===== config.mk =====
export PLATFORM = sky130hd
export DESIGN_NAME = simd_mem_arbiter
export DESIGN_NICKNAME = d
export VERILOG_FILES = /design/src/rtl/simd_mem_arbiter.sv
export SDC_FILE = /design/constraint.sdc
export NUM_CORES = 1
export LEC_CHECK = 0
export CAP_MARGIN = 20
export CORE_ASPECT_RATIO = 1.5
export CORE_UTILIZATION = 45
export CTS_CLUSTER_DIAMETER = 200
export CTS_CLUSTER_SIZE = 24
export DETAILED_ROUTE_END_ITERATION = 16
export DONT_BUFFER_PORTS = 1
export HOLD_SLACK_MARGIN = 0.08
export PLACE_DENSITY = 0.63
export SLEW_MARGIN = 5
export SYNTH_ARGS = -nofsm -noshare
export SYNTH_HDL_FRONTEND = slang
export SYNTH_SLANG_ARGS = --single-unit

===== constraint.sdc =====
create_clock -name clk -period 2.6 [get_ports clk]
set_input_delay 0.26 -clock clk [delete_from_list [all_inputs] [get_ports clk]]
set_output_delay 0.26 -clock clk [all_outputs]
set_load 0.005 [all_outputs]

===== src/rtl/simd_mem_arbiter.sv =====
// Round-robin arbiter sharing one single-port synchronous RAM among NCORES cores.
// Define SIMD_ARB_BROADCAST_EN to serve identical reads from several cores with one RAM access.
module simd_mem_arbiter #(
  parameter int NCORES = 4,
  parameter int AW     = 8,
  parameter int DW     = 8
) (
  input  logic                 clk,
  input  logic                 rstn,
  input  logic [NCORES-1:0]    req,
  input  logic [NCORES-1:0]    we,
  input  logic [NCORES*AW-1:0] addr,
  input  logic [NCORES*DW-1:0] wdata,
  output logic [NCORES-1:0]    gnt,
  output logic [NCORES-1:0]    rvalid,
  output logic [NCORES*DW-1:0] rdata,
  output logic [AW-1:0]        ram_addr,
  output logic [DW-1:0]        ram_din,
  output logic                 ram_wren,
  input  logic [DW-1:0]        ram_q
);

  localparam int PW = (NCORES > 1) ? $clog2(NCORES) : 1;

`ifdef SIMD_ARB_BROADCAST_EN
  typedef enum logic [1:0] {IDLE, SINGLE, BCAST} state_e;
`else
  typedef enum logic [1:0] {IDLE, SINGLE} state_e;
`endif

  state_e              state_q, state_d;
  logic [PW-1:0]       ptr_q, ptr_d;
  logic [NCORES-1:0]   gnt_q, gnt_d;
  logic [NCORES-1:0]   rd_q, rd_d;
  logic [NCORES-1:0]   rvalid_q;
  logic [AW-1:0]       addr_q, addr_d;
  logic [DW-1:0]       din_q, din_d;
  logic                wren_q, wren_d;

  logic [NCORES-1:0]   elig;
  logic                found_hi, found_lo;
  int                  win_hi, win_lo, win;
  logic [NCORES-1:0]   w_hot;
  logic [AW-1:0]       w_addr;
  logic [DW-1:0]       w_data;
  logic                w_we;

  // A core is masked during its own grant cycle so it cannot be granted twice.
  assign elig = req & ~gnt_q;

  always_comb begin
    found_hi = 1'b0;
    found_lo = 1'b0;
    win_hi   = 0;
    win_lo   = 0;
    for (int i = 0; i < NCORES; i++) begin
      if (elig[i] && !found_hi && (i >= int'(ptr_q))) begin
        found_hi = 1'b1;
        win_hi   = i;
      end
      if (elig[i] && !found_lo) begin
        found_lo = 1'b1;
        win_lo   = i;
      end
    end
    win    = found_hi ? win_hi : win_lo;
    w_hot  = '0;
    w_addr = '0;
    w_data = '0;
    w_we   = 1'b0;
    for (int i = 0; i < NCORES; i++) begin
      if (i == win) begin
        w_hot[i] = 1'b1;
        w_addr   = addr[i*AW +: AW];
        w_data   = wdata[i*DW +: DW];
        w_we     = we[i];
      end
    end
  end

`ifdef SIMD_ARB_BROADCAST_EN
  int   n_el;
  logic all_rd, same_addr, bcast_ok;

  // The winner is itself eligible, so its address serves as the common reference.
  always_comb begin
    n_el      = 0;
    all_rd    = 1'b1;
    same_addr = 1'b1;
    for (int i = 0; i < NCORES; i++) begin
      if (elig[i]) begin
        n_el = n_el + 1;
        if (we[i]) all_rd = 1'b0;
        if (addr[i*AW +: AW] != w_addr) same_addr = 1'b0;
      end
    end
    bcast_ok = (n_el >= 2) && all_rd && same_addr;
  end
`endif

  always_comb begin
    state_d = IDLE;
    gnt_d   = '0;
    rd_d    = '0;
    ptr_d   = ptr_q;
    addr_d  = addr_q;
    din_d   = din_q;
    wren_d  = wren_q;
    if (elig != '0) begin
`ifdef SIMD_ARB_BROADCAST_EN
      if (bcast_ok) begin
        state_d = BCAST;
        gnt_d   = elig;
        rd_d    = elig;
        addr_d  = w_addr;
      end else
`endif
      begin
        state_d = SINGLE;
        gnt_d   = w_hot;
        rd_d    = w_we ? '0 : w_hot;
        addr_d  = w_addr;
        din_d   = w_data;
        wren_d  = w_we;
        ptr_d   = (win >= NCORES - 1) ? '0 : PW'(win + 1);
      end
    end
  end

  always_ff @(posedge clk) begin
    if (!rstn) begin
      state_q  <= IDLE;
      ptr_q    <= '0;
      gnt_q    <= '0;
      rd_q     <= '0;
      rvalid_q <= '0;
      addr_q   <= '0;
      din_q    <= '0;
      wren_q   <= 1'b0;
    end else begin
      state_q  <= state_d;
      ptr_q    <= ptr_d;
      gnt_q    <= gnt_d;
      rd_q     <= rd_d;
      rvalid_q <= rd_q;
      addr_q   <= addr_d;
      din_q    <= din_d;
      wren_q   <= wren_d;
    end
  end

  // Write strobe only during a single-core access; the stored enable is stale otherwise.
  assign ram_wren = (state_q == SINGLE) && wren_q;
  assign gnt      = gnt_q;
  assign rvalid   = rvalid_q;
  assign ram_addr = addr_q;
  assign ram_din  = din_q;
  assign rdata    = {NCORES{ram_q}};

endmodule


# == Word level (Yosys, flattened, before mapping) ==
# Cells that the tools add are included.
# op_classes
add_sub_neg,1
magnitude_cmp,4
n_eq_ne,4
muxes,32
bitwise,4
reduce_logical,20
# ops
op,n
32-bit two-way mux,5
3-bit by 32-bit equality test with 1-bit output (first input constant),2
8-bit two-way mux,8
2-bit by 32-bit equality test with 1-bit output (first input constant),1
32-bit by 3-bit greater-or-equal comparator with 1-bit output (second input constant),1
32-bit logical NOT,1
1-bit two-way mux,18
1-bit logical AND,10
1-bit logical NOT,6
4-bit AND,1
1-bit by 2-bit greater-or-equal comparator with 1-bit output (first input constant),2
4-bit inverter,1
4-bit nonzero test,1
3-bit OR reduction,1
2-bit adder (second input constant),1
2-bit by 1-bit equality test with 1-bit output (second input constant),1
2-bit greater-or-equal comparator (first input constant),1
2-bit two-way mux,1
1-bit inverter,2
2-bit AND reduction,1
# word_totals
ff_bits,33
in_bits,82

# == Logic depth before layout (Yosys ltp) ==
# logic_depth
word_depth,22
ltp_mapped,10

# == Worst setup path after synthesis ==
# Ideal clock, no wire load.
# synth_path
path_kind,register -> register
start,"register gnt_q[0], in the netlist gnt[0]"
end,"register din_q[1], in the netlist ram_din[1]"
setup_ns,0.117
arrival_time_ns,1.992
required_ns,2.483
slack_ns,0.492
stages_incl_launch_ff,11
period_less_slack_ns,2.108
cell_sequence,dfxtp_1 and3b_1 o21ai_0 a21oi_1 a21o_1 ha_1 nor2b_4 buf_4 a221oi_1 o31ai_1 a22o_1
# synth_between
elab_chain_len,21
# synth_rtl
item,line_no,rtl
"start, declared",33,"logic [NCORES-1:0] gnt_q, gnt_d;"
"start signal, assigned",143,gnt_q <= gnt_d;
4-bit inverter (*),49,assign elig = req & ~gnt_q;
4-bit AND (*),49,
1-bit logical AND,57,if (elig[i] && !found_hi && (i >= int'(ptr_q))) begin
1-bit two-way mux,57,
1-bit logical NOT,57,
1-bit logical AND (2 in a row),57,
1-bit two-way mux,57,
1-bit logical NOT,57,
1-bit logical AND (2 in a row),57,
1-bit two-way mux,57,
1-bit logical NOT,57,
1-bit logical AND,57,
32-bit two-way mux or 1-bit two-way mux (tied branches),57,
32-bit two-way mux,66,win = found_hi ? win_hi : win_lo;
32-bit logical NOT,72,if (i == win) begin
8-bit two-way mux (4 in a row),72,
"end signal, assigned",147,din_q <= din_d;
"end, declared",37,"logic [DW-1:0] din_q, din_d;"
# Every way passes the cells marked *; elsewhere a longest branch is shown, timed or not.
# A chain may end at the register's enable or synchronous reset.

# == Worst setup path after layout ==
# layout_path
start,"register gnt_q[0], in the netlist gnt[0]"
end,"register din_q[5], in the netlist ram_din[5]"
# The elaborated chain is that of the path after synthesis.

==> summary.md <==
| Metric | Value |
|---|---|
| Placer congestion estimate | `0.709` |
| Net count after synthesis | `~300` |
| R2R setup slack | `around 280 ps` |
| Post-synthesis cell area | `0.00192 mm²` |
| Final Max Slew Viols | `0` |
| Die area | `between 0.004 and 0.005 mm²` |
| Area delta synth->final | `-3.06%` |
| Port Buffer Count | `0` |
| R2r endpoint | `ram_din[5]` |
| N_diodes | `0` |
| Crit Path Max Fanout | `21` |
| Status | `finished clean` |
| VDD IR-drop max | `652 µV` |
| Max transition margin | `roughly 50%` |
| Via count | `1,427` |
| Clock-pin slew on the worst setup and hold paths | `approximately 60 ps` |
| RSZ-0062 raised after global routing | `false` |
| Die H | `approximately 82 µm` |
| Finish-stage setup viols | `0` |
| Critical path capture point type | `flop` |
| Root Buffer | `clkbuf_8` |
| CTS tree | `built` |
| Yosys warns | `0` |
| Synth cell types | `30` |
| Setup TNS Final | `0 ps` |
| Reg2Reg Depth | `8` |
| IO Count | `roughly 140` |
| Leak pwr | `~0.77 nW` |
| Mean Syn Cell Area | `roughly 9.0 µm²` |
| CTS resizes | `0` |
| Critical path type | `reg2reg` |
| Initial core utilization | `a little under half` |
| Global route overflow | `0` |
| Share of the core filled with cells | `around 46%` |
| Tot Pwr | `2.37 mW` |
| WL/cell | `roughly 19 µm` |
| Total GRT Usage | `18.9%` |
| Final WL | `4.40 mm` |
| Post-route DRC | `0` |
| Seq/Total Area, Yosys | `approximately a third` |
| PwrDens | `1270 mW/mm²` |
| Share of layout cells above drive strength 1 | `11.4%` |
| Flop and latch count out of synthesis | `32` |
| Total CTS buffers | `5` |
| Critical path data arrival time | `about 2500 ps` |
| Most common cell after layout, fill and taps aside | `dfxtp_1` |
| CORE AREA | `0.00403 mm²` |
| Antenna Nets Post-Route | `0` |
| Max-cap violations | `0` |
| Type of the worst min-delay path | `in2reg` |
| Final Cycle Share | `roughly nine tenths` |
| Most frequent cells in the layout | `dfxtp_1 (32), a22o_1 (22), nand2_1 (17)` |
| Row Count | `28` |
| Worst EP required | `2770 ps` |
| Die X-Extent | `55.4 µm` |
| First-pass GRT wire length | `6.54 mm` |
| Post-DP HPWL | `around 3.2 mm` |
| Clock skew | `between 10 and 15 ps` |
| HP Start | `rstn` |
| Cells after synthesis | `215` |
| Vias in the first global route | `between 1,000 and 1,500` |
| Largest net degree at the start of global routing | `37` |
| Initial antenna violation count | `0` |
| Startpoint Class | `flop` |
| Vias/cell | `approximately 6.2` |
| RR Startpoint | `gnt[0]` |
| Crit path time final | `about 2300 ps` |
| Worst skew pair latency | `a little under 300 ps` |
| DR pass1 iterations | `5` |
| Final Hold Fails | `0` |
| CTS Sinks | `32` |
| Hold Path End | `rvalid[1]` |
| Max Freq | `between 400 and 500 MHz` |
| Worst slew pin tran | `around 750 ps` |
| Filler cell count in the final layout | `between 300 and 400` |
| Hold-critical path depth | `1` |
| Initial DRC Count | `slightly above 40` |
| # nets final | `270` |
| H-tree depth | `2` |
| Max clock buf depth | `2` |
repair_timing:
| action | CTS | global route |
|---|---|---|
| setup endpoints to repair | 0 | 1 |
| hold buffers | 1 | 0 |
| buffers inserted | 0 | 2 |
| hold endpoints to repair | 1 | 0 |
stage by stage:
stage,hold WS (ps),instances,cell area [µm²],setup slack [ps]
after global placement,333,219,1700,297
after CTS,91.9,228,1840,218
final,96.5,230,1870,276
after global routing,94.2,230,1870,27.3
after detailed placement,337,219,1700,233
after floorplan,332,215,1920,492
critical path, stage by stage (launching register included):
cell,delay [ps]
dfxtp_1,380
and3b_1,210
o21ai_0,140
a21oi_1,100
a21oi_1,190
ha_1,540
buf_4,330
o31ai_1,110
a22o_1,210
logic make-up after synthesis:
logic type | count (synthesis) | share of synthesized area, %
buffers and inverters | 53 | 18.0
AOI/OAI and AO/OA | 70 | 28.5
DFF | 32 | 33.3
muxes | 1 | 0.520
adders and majority gates | 4 | 2.60
and+or+nand+nor | 55 | 17.0
area by class of cell:
| class | instances | area (µm²) | area share [%] |
|---|---|---|---|
| clock inverter | 1 | 30.0 | 1.61 |
| sequential | 32 | 641 | 34.3 |
| timing repair buffer | 9 | 82.6 | 4.43 |
| clock buffer | 7 | 96.3 | 5.16 |
| inverter | 6 | 22.5 | 1.21 |
| tap | 45 | 56.3 | 3.02 |
| multi-input combinational | 130 | 937 | 50.2 |
worst max-delay path by stage:
stage	endpoint	cells past startpoint	from	slack (ps)
2_1_floorplan	ram_din[1]	10	gnt[0]	490
3_3_place_gp	rd_q[2]	9	gnt[0]	300
3_5_place_dp	rd_q[1]	9	gnt[0]	230
4_1_cts	rd_q[1]	9	gnt[0]	220
5_1_grt	ram_din[5]	8	gnt[0]	30
6_report	ram_din[5]	8	gnt[0]	280
state kept, by name, indices dropped and copies added (netlist names):
register / flops
gnt: 4
ptr_q: 2
ram_addr: 8
ram_din: 8
rd_q: 4
rvalid: 4
state_q: 1
wren_q: 1
power by group:
group          switching, mW  internal (mW)  total [mW]
Sequential             0.128          0.660       0.789
Clock                  0.180          0.338       0.518
Combinational          0.531          0.533        1.06
Total                  0.840           1.53        2.37
metal layers:
metal  track usage [%]  part of all wire [%]  vias up
met5                 0                     0        -
met4              11.5                   3.4        0
met3              5.45                   6.5       21
met2              34.2                    53       65
met1              19.3                    37      664
li1                  -                     -      677
Yosys cell counts, drive strengths merged:
master | count | share of area [%]
a21o | 1 | 0.39
a21oi | 10 | 2.6
a221oi | 13 | 5.9
a22o | 22 | 10
and2 | 12 | 4.0
and3b | 1 | 0.46
and4 | 1 | 0.46
buf | 43 | 16
clkbuf | 4 | 0.78
dfxtp | 32 | 33
ha | 4 | 2.6
inv | 6 | 1.2
mux2i | 1 | 0.52
nand2 | 17 | 3.3
nand2b | 3 | 0.98
nand3 | 1 | 0.26
nor2 | 1 | 0.19
nor2b | 19 | 7.3
o211a | 1 | 0.52
o21ai | 6 | 1.6
o21bai | 1 | 0.39
o2bb2ai | 1 | 0.46
o311a | 1 | 0.52
o31ai | 13 | 5.1
o41a | 1 | 1.1
No activity file was read; power rests on OpenSTA's default activity.
